==> config.mk <==
export PLATFORM = sky130hd
export DESIGN_NAME = credit_delay_queue
export DESIGN_NICKNAME = d
export VERILOG_FILES = /design/src/rtl/credit_delay_queue_pkg.sv /design/src/rtl/credit_ts_fifo.sv /design/src/rtl/credit_delay_queue.sv
export SDC_FILE = /design/constraint.sdc
export NUM_CORES = 1
export LEC_CHECK = 0
export CORE_ASPECT_RATIO = 1.4
export CORE_MARGIN = 2
export CORE_UTILIZATION = 55
export CTS_CLUSTER_DIAMETER = 30
export DETAILED_ROUTE_END_ITERATION = 12
export PLACE_DENSITY = 0.72
export SETUP_SLACK_MARGIN = 0.5
export SLEW_MARGIN = 20
export SYNTH_ARGS = -nofsm -noshare
export SYNTH_HDL_FRONTEND = slang
export SYNTH_SLANG_ARGS = --single-unit
==> constraint.sdc <==
create_clock -name clock -period 6.1 [get_ports clock]
set_clock_uncertainty 0.1 [all_clocks]
set_input_delay 0.61 -clock clock [delete_from_list [all_inputs] [get_ports clock]]
set_output_delay 0.61 -clock clock [all_outputs]
set_load 0.01 [all_outputs]
==> src/rtl/credit_delay_queue_pkg.sv <==
// Shared DART constants for the simulated-channel credit blocks.
// Defaults for timestamp and latency widths, plus a constant-foldable clog2.
package credit_delay_queue_pkg;

    localparam int DART_TS_WIDTH  = 6;
    localparam int DART_LAT_WIDTH = 4;
    localparam int DART_DEPTH     = 8;

    // Usable in parameter and port-width expressions.
    function automatic int dart_clog2(input int value);
        int result;
        int v;
        result = 0;
        v = value - 1;
        while (v > 0) begin
            result = result + 1;
            v = v >> 1;
        end
        return result;
    endfunction

endpackage

==> src/rtl/credit_ts_fifo.sv <==
// Synchronous DEPTH x WIDTH FIFO holding credit release timestamps.
// A push while full is accepted only when a pop happens in the same cycle.
module credit_ts_fifo
    import credit_delay_queue_pkg::*;
#(
    parameter int DEPTH = DART_DEPTH,
    parameter int WIDTH = DART_TS_WIDTH,
    localparam int AW   = dart_clog2(DEPTH)
) (
    input  logic             clock,
    input  logic             reset,
    input  logic             push,
    input  logic             pop,
    input  logic [WIDTH-1:0] din,
    output logic [WIDTH-1:0] dout,
    output logic             full,
    output logic             empty,
    output logic [AW:0]      count
);

    logic [WIDTH-1:0] r_mem [DEPTH];
    logic [AW-1:0]    r_wr_ptr;
    logic [AW-1:0]    r_rd_ptr;
    logic [AW:0]      r_count;

    logic w_do_pop;
    logic w_do_push;

    assign empty     = (r_count == '0);
    assign full      = (r_count == (AW+1)'(DEPTH));
    assign count     = r_count;
    assign dout      = r_mem[r_rd_ptr];
    assign w_do_pop  = pop & ~empty;
    assign w_do_push = push & (~full | w_do_pop);

    // Storage needs no reset: the pointers and count define what is valid.
    always_ff @(posedge clock) begin
        if (w_do_push) begin
            r_mem[r_wr_ptr] <= din;
        end
    end

    always_ff @(posedge clock) begin
        if (!reset) begin
            r_wr_ptr <= '0;
            r_rd_ptr <= '0;
            r_count  <= '0;
        end else begin
            if (w_do_push) begin
                r_wr_ptr <= r_wr_ptr + 1'b1;
            end
            if (w_do_pop) begin
                r_rd_ptr <= r_rd_ptr + 1'b1;
            end
            if (w_do_push && !w_do_pop) begin
                r_count <= r_count + 1'b1;
            end else if (w_do_pop && !w_do_push) begin
                r_count <= r_count - 1'b1;
            end
        end
    end

endmodule

==> src/rtl/credit_delay_queue.sv <==
// Credit return wire model: time-stamps arriving credits and releases each one
// to the upstream credit counter once its configured latency in sim ticks has elapsed.
module credit_delay_queue
    import credit_delay_queue_pkg::*;
#(
    parameter int DEPTH     = DART_DEPTH,
    parameter int LAT_WIDTH = DART_LAT_WIDTH,
    parameter int TS_WIDTH  = DART_TS_WIDTH
) (
    input  logic                      clock,
    input  logic                      reset,
    input  logic                      enable,
    input  logic                      sim_time_tick,
    input  logic [LAT_WIDTH-1:0]      config_in,
    input  logic                      config_in_valid,
    output logic [LAT_WIDTH-1:0]      config_out,
    output logic                      config_out_valid,
    input  logic                      credit_in_valid,
    output logic                      credit_out_valid,
    input  logic                      credit_out_ack,
    output logic [dart_clog2(DEPTH):0] occupancy,
    output logic                      overflow
);

    logic [TS_WIDTH-1:0]  r_now;
    logic [LAT_WIDTH-1:0] r_latency;
    logic                 r_overflow;

    logic                 w_tick;
    logic                 w_push_req;
    logic                 w_push_ok;
    logic                 w_pop;
    logic                 w_full;
    logic                 w_empty;
    logic                 w_due;
    logic [TS_WIDTH-1:0]  w_head_ts;
    logic [TS_WIDTH-1:0]  w_push_ts;
    logic [TS_WIDTH-1:0]  w_age;

    assign w_tick     = enable & sim_time_tick;
    assign w_push_req = enable & credit_in_valid;
    assign w_push_ts  = r_now + TS_WIDTH'(r_latency);

    // Latency stays below half the timestamp range, so the sign of the
    // modular age tells "not yet due" apart from "due", across wrap-around.
    assign w_age = r_now - w_head_ts;
    assign w_due = ~w_age[TS_WIDTH-1];

    assign credit_out_valid = enable & ~w_empty & w_due;
    assign w_pop            = credit_out_valid & credit_out_ack;
    assign w_push_ok        = w_push_req & (~w_full | w_pop);

    assign config_out       = r_latency;
    assign config_out_valid = config_in_valid;
    assign overflow         = r_overflow;

    credit_ts_fifo #(
        .DEPTH (DEPTH),
        .WIDTH (TS_WIDTH)
    ) u_fifo (
        .clock (clock),
        .reset (reset),
        .push  (w_push_ok),
        .pop   (w_pop),
        .din   (w_push_ts),
        .dout  (w_head_ts),
        .full  (w_full),
        .empty (w_empty),
        .count (occupancy)
    );

    always_ff @(posedge clock) begin
        if (!reset) begin
            r_now      <= '0;
            r_latency  <= '0;
            r_overflow <= 1'b0;
        end else begin
            if (w_tick) begin
                r_now <= r_now + 1'b1;
            end
            if (config_in_valid) begin
                r_latency <= config_in;
            end
            if (w_push_req && !w_push_ok) begin
                r_overflow <= 1'b1;
            end
        end
    end

endmodule

# After elaboration in Yosys (flattened, before gate mapping)
# Memories as Yosys holds them, arrays and structs flattened. A register that Yosys moved wholly into a read port is not among the register bits.
# Index checks and enable logic that the tools add are counted.
[totals]
ff_bits = 21
mem_bits_rw = 48
output_inout_bits = 11
wordCells = 42
mem_count = 1
[memory_table]
columns = ["memory", "words", "width", "read_ports", "rd_clocked_by_memory_dff", "write_ports", "line_no", "text"]
rows = [
  ["u_fifo.r_mem", 8, 6, 1, 1, 1, "credit_ts_fifo.sv:21", "logic [WIDTH-1:0] r_mem [DEPTH];"],
]
[classes]
n_addsub = 7
n_eq_ne = 1
mux = 6
bitwise = 13
n_reduce_logical = 8
[op_table]
columns = ["operator", "n"]
rows = [
  ["$and A1 B1 Y1", 8],
  ["$mux W4", 2],
  ["$add A3 B1 Y3 const B", 2],
  ["$add A6 B1 Y6 const B", 1],
  ["$add A6 B4 Y6", 1],
  ["$mux W3", 2],
  ["$sub A6 B6 Y6", 1],
  ["$add A4 B1 Y4 const B", 1],
  ["$eq A4 B4 Y1 const B", 1],
  ["$logic_not A4 Y1", 1],
  ["$sub A4 B1 Y4 const B", 1],
  ["$logic_and A1 B1 Y1", 3],
  ["$logic_not A1 Y1", 3],
  ["$not A1 Y1", 3],
  ["$mux W1", 2],
  ["$or A1 B1 Y1", 2],
  ["$reduce_bool A2 Y1", 1],
]

# Depth between registers and ports, before layout
[depth]
depth_word = 12
ltp_mapped = 19
ltp_nobuf = 17

# By module
# From an unflattened synthesis, not the netlist that was laid out.
[unflattened]
hier_cells = 237
hier_area_um2 = 3296.9
[modules_own_cells]
columns = ["module", "n_inst", "cells_each", "area_per_inst_um2"]
rows = [
  ["credit_ts_fifo", 1, 142, 2477.4],
  ["credit_delay_queue", 1, 95, 819.5],
]

# Least setup slack after synthesis
# OpenSTA, ideal clock, no wires.
[synth_path]
path_type = "register to register"
start = "register (tool-made name)"
end = "register u_fifo.r_count[3] (netlist: u_fifo.count[3])"
setup_time_ps = 70
arrival_time_ps = 4294
path_slack_ps = 1636
path_stages_with_launch = 20
n_path_buf = 2
synth_period_minus_slack_ps = 4464
cell_sequence = "dfxtp_1 -> buf_6 -> mux4_2 -> mux2i_1 -> ha_1 -> and4_1 -> and3b_1 -> a2111oi_4 -> xnor2_1 -> o32a_1 -> buf_4 -> inv_2 -> ha_1 -> inv_1 -> ha_1 -> a21o_1 -> a21oi_1 -> xnor2_1 -> or3_1 -> a21boi_1"
[synth_lines]
columns = ["element", "line_no", "text"]
rows = [
  ["to (signal assigned)", "credit_ts_fifo.sv:56", "r_count <= r_count + 1'b1;"],
  ["to (signal assigned)", "credit_ts_fifo.sv:58", "r_count <= r_count - 1'b1;"],
  ["to (decl)", "credit_ts_fifo.sv:24", "logic [AW:0] r_count;"],
]

==> metrics.md <==
| Metric | Value |
|---|---|
| Final Hold Violating Endpoints | `0` |
| Max Cap Viol | `0` |
| Rows | `33` |
| CTS Root Cell | `clkbuf_8` |
| Synth Area per Inst | `14.4 um^2` |
| Routed WL per cell | `17.6 um` |
| Final Core Density | `0.653` |
| Worst hold start | `overflow$_SDFFE_PN0P_` |
| CTS resizes | `0` |
| WHS Path Cells | `2` |
| Post-place instance area | `3600 um^2` |
| Largest net degree at the start of global routing | `28` |
| Synth Instances | `229` |
| Post-Route Setup TNS | `0 ps` |
| Critical path capture point type | `register` |
| Post-CTS Setup Inserts | `0` |
| R2R depth | `17` |
| RD Place Congestion | `0.715` |
| Clock transition at path regs | `80 ps` |
| Post-Syn Area | `3300 um^2` |
| CP max stage cell | `dfxtp_1` |
| # clock sinks | `72` |
| Core area | `5820 um^2` |
| Top cell type's share of synthesized area | `0.437` |
| Worst skew pair latency | `340 ps` |
| Post-synth top cells | `48 x edfxtp_1, 24 x dfxtp_1, 17 x nand2_1` |
| YS warnings | `0` |
| GRT Total Usage | `0.194` |
| Antenna cells | `0` |
| Final wirelength | `5.86 mm` |
| Crit Path Class | `register to register` |
| Maximum clock rate | `194 MHz` |
| CP Launch Type | `register` |
| Residual DRC | `0` |
| Initial Utilization | `0.567` |
| First-pass DRT Iterations | `4` |
| H-tree depth | `3` |
| Global route overflow | `0` |
| Slew at the pin closest to its max-slew limit | `925 ps` |
| Global-route wire length before repair | `9.35 mm` |
| Vias in the first global route | `1858` |
| RSZ-0062 raised after global routing | `false` |
| Maximum vdd drop | `207 uV` |
| Via count | `1912` |
| Initial DRC Count | `90` |
| CTS tree | `yes` |
| Initial antenna violation count | `0` |
| Lkg Pwr | `1.35 nW` |
| Chip Width | `69.5 um` |
| Critical path arrival | `5310 ps` |
| Crit Path Max Fanout | `11` |
| Status | `finished clean` |
| Die area | `6650 um^2` |
| Final Max Slew Viols | `0` |
| Design area | `3800 um^2` |
| CTS Hold Bufs | `0` |
| Post-synth EDFFs | `48` |
| Async set-reset flop share out of synthesis | `0` |
| Deepest clock path buffer count | `2` |
| Drt via density | `5.76` |
| Slew Limit Headroom | `0.378` |
| Nets | `284` |
| Final worst setup slack | `956 ps` |
| Remaining antenna violation count | `0` |
| Top-count cell post-synth | `edfxtp_1` |
| PD cells | `314 nW/um^2` |
| Period Utilization, post-route | `0.843` |
| Ports | `22` |
| Cell taking the most area after synthesis | `edfxtp_1` |
| Worst slack, placed | `898 ps` |
| Die Ht | `95.7 um` |
| Yosys cell types | `44` |
| CP Cell Sequence | `mux4_2 -> mux2i_1 -> ha_1 -> and4_1 -> and3b_1 -> a2111oi_4 -> xnor2_1 -> o32a_1 -> inv_2 -> ha_1 -> inv_1 -> ha_1 -> a21o_1 -> a21oi_1 -> xnor2_1 -> or3_1 -> a21boi_1` |
| Yosys reg bits | `72` |
| Seq/Total Area, Yosys | `0.582` |
| Fraction of layout cells with a size suffix above 1 | `0.153` |
| # setup viols final | `0` |
| Cts bufs inserted | `9` |
| Type of the tightest min-delay check | `register to register` |
| Crit-path max cell delay | `690 ps` |
| Synth top area cells | `edfxtp_1 44%, dfxtp_1 15%, mux4_2 7.5%` |
| Syn Nets | `256` |
| Port bufs | `21` |
| Post-layout min period | `5140 ps` |
| Required @ worst endpoint | `6270 ps` |
| Most used cell, CP | `ha_1` |
| Area delta synth->final | `15.1%` |
| Post-DP HPWL | `4.24 mm` |
| Top_reg_cell synth | `edfxtp_1` |
-- state kept, by name, indices dropped and copies added (netlist names), named ones only --
register / count
u_fifo.r_mem: 48
r_now: 6
config_out: 4
u_fifo.count: 4
u_fifo.r_rd_ptr: 3
u_fifo.r_wr_ptr: 3
overflow: 1
-- cell usage in the layout, fill, tap and decap left out, types with 4 or more instances in the layout --
cell,instances
edfxtp_1,48
dfxtp_1,24
clkdlybuf4s50_1,21
nand2_1,17
mux2i_1,16
ha_1,14
xnor2_1,13
mux4_2,11
clkbuf_8,9
and2_1,8
buf_4,8
inv_1,7
nor2b_1,6
nand3_1,4
a21oi_1,4
nand4_1,4
-- kinds of logic after synthesis --
group	Yosys count	synth area share
DFF	72	0.582
and+or+nand+nor	59	0.110
muxes	28	0.132
AOI/OAI and AO/OA	20	0.0466
buffers and inverters	20	0.0273
adders and majority gates	16	0.0652
xor gates and xnor gates	14	0.0372
-- final timing paths --
path                                                endpoint  slack [ps]
worst max-delay path            u_fifo.count[3]$_SDFFE_PN0P_         960
worst min-delay path                   overflow$_SDFFE_PN0P_         360
worst max register to register  u_fifo.count[3]$_SDFFE_PN0P_         960
worst min register to register         overflow$_SDFFE_PN0P_         360
-- through the flow --
step	cells	hold WS [ps]	total power, mW
2_1_floorplan	229	350	0.755
3_3_place_gp	316	340	0.828
3_5_place_dp	316	350	0.834
4_1_cts	332	363	1.21
5_1_grt	332	395	1.26
6_report	332	359	1.19
-- worst max-delay path, delay by kind of cell, from the launching register on --
family / cells / cell delay, ps
muxes: 2 / 810
and+or+nand+nor: 3 / 730
buffers and inverters: 2 / 170
AOI/OAI and AO/OA: 5 / 1400
xor gates and xnor gates: 2 / 410
DFF: 1 / 690
adders and majority gates: 3 / 750
-- per-layer routing --
metal / share of wire / up-vias / GRT usage / wire length (um)
met5: 0 / - / 0 / 0
met4: 0.021 / 0 / 0.0752 / 124
met3: 0.033 / 9 / 0.0507 / 191
met2: 0.53 / 39 / 0.333 / 3090
met1: 0.42 / 944 / 0.235 / 2450
li1: - / 920 / - / -
-- layout make-up --
cell class | count | area, um^2
Fill cell | 431 | 2020
Sequential cell | 72 | 1920
Multi-Input combinational cell | 137 | 1290
Timing Repair Buffer | 29 | 270
Clock buffer | 9 | 124
Tap cell | 70 | 87.6
Clock inverter | 7 | 77.6
Inverter | 8 | 30.0
-- power breakdown --
part | total (mW) | leakage (nW) | internal (mW) | switching (mW)
Clock | 0.372 | 0.101 | 0.193 | 0.179
Combinational | 0.235 | 0.608 | 0.123 | 0.113
Sequential | 0.585 | 0.639 | 0.551 | 0.0346
Total | 1.19 | 1.35 | 0.866 | 0.326
Note: power is estimated with default switching activity, not from simulation.
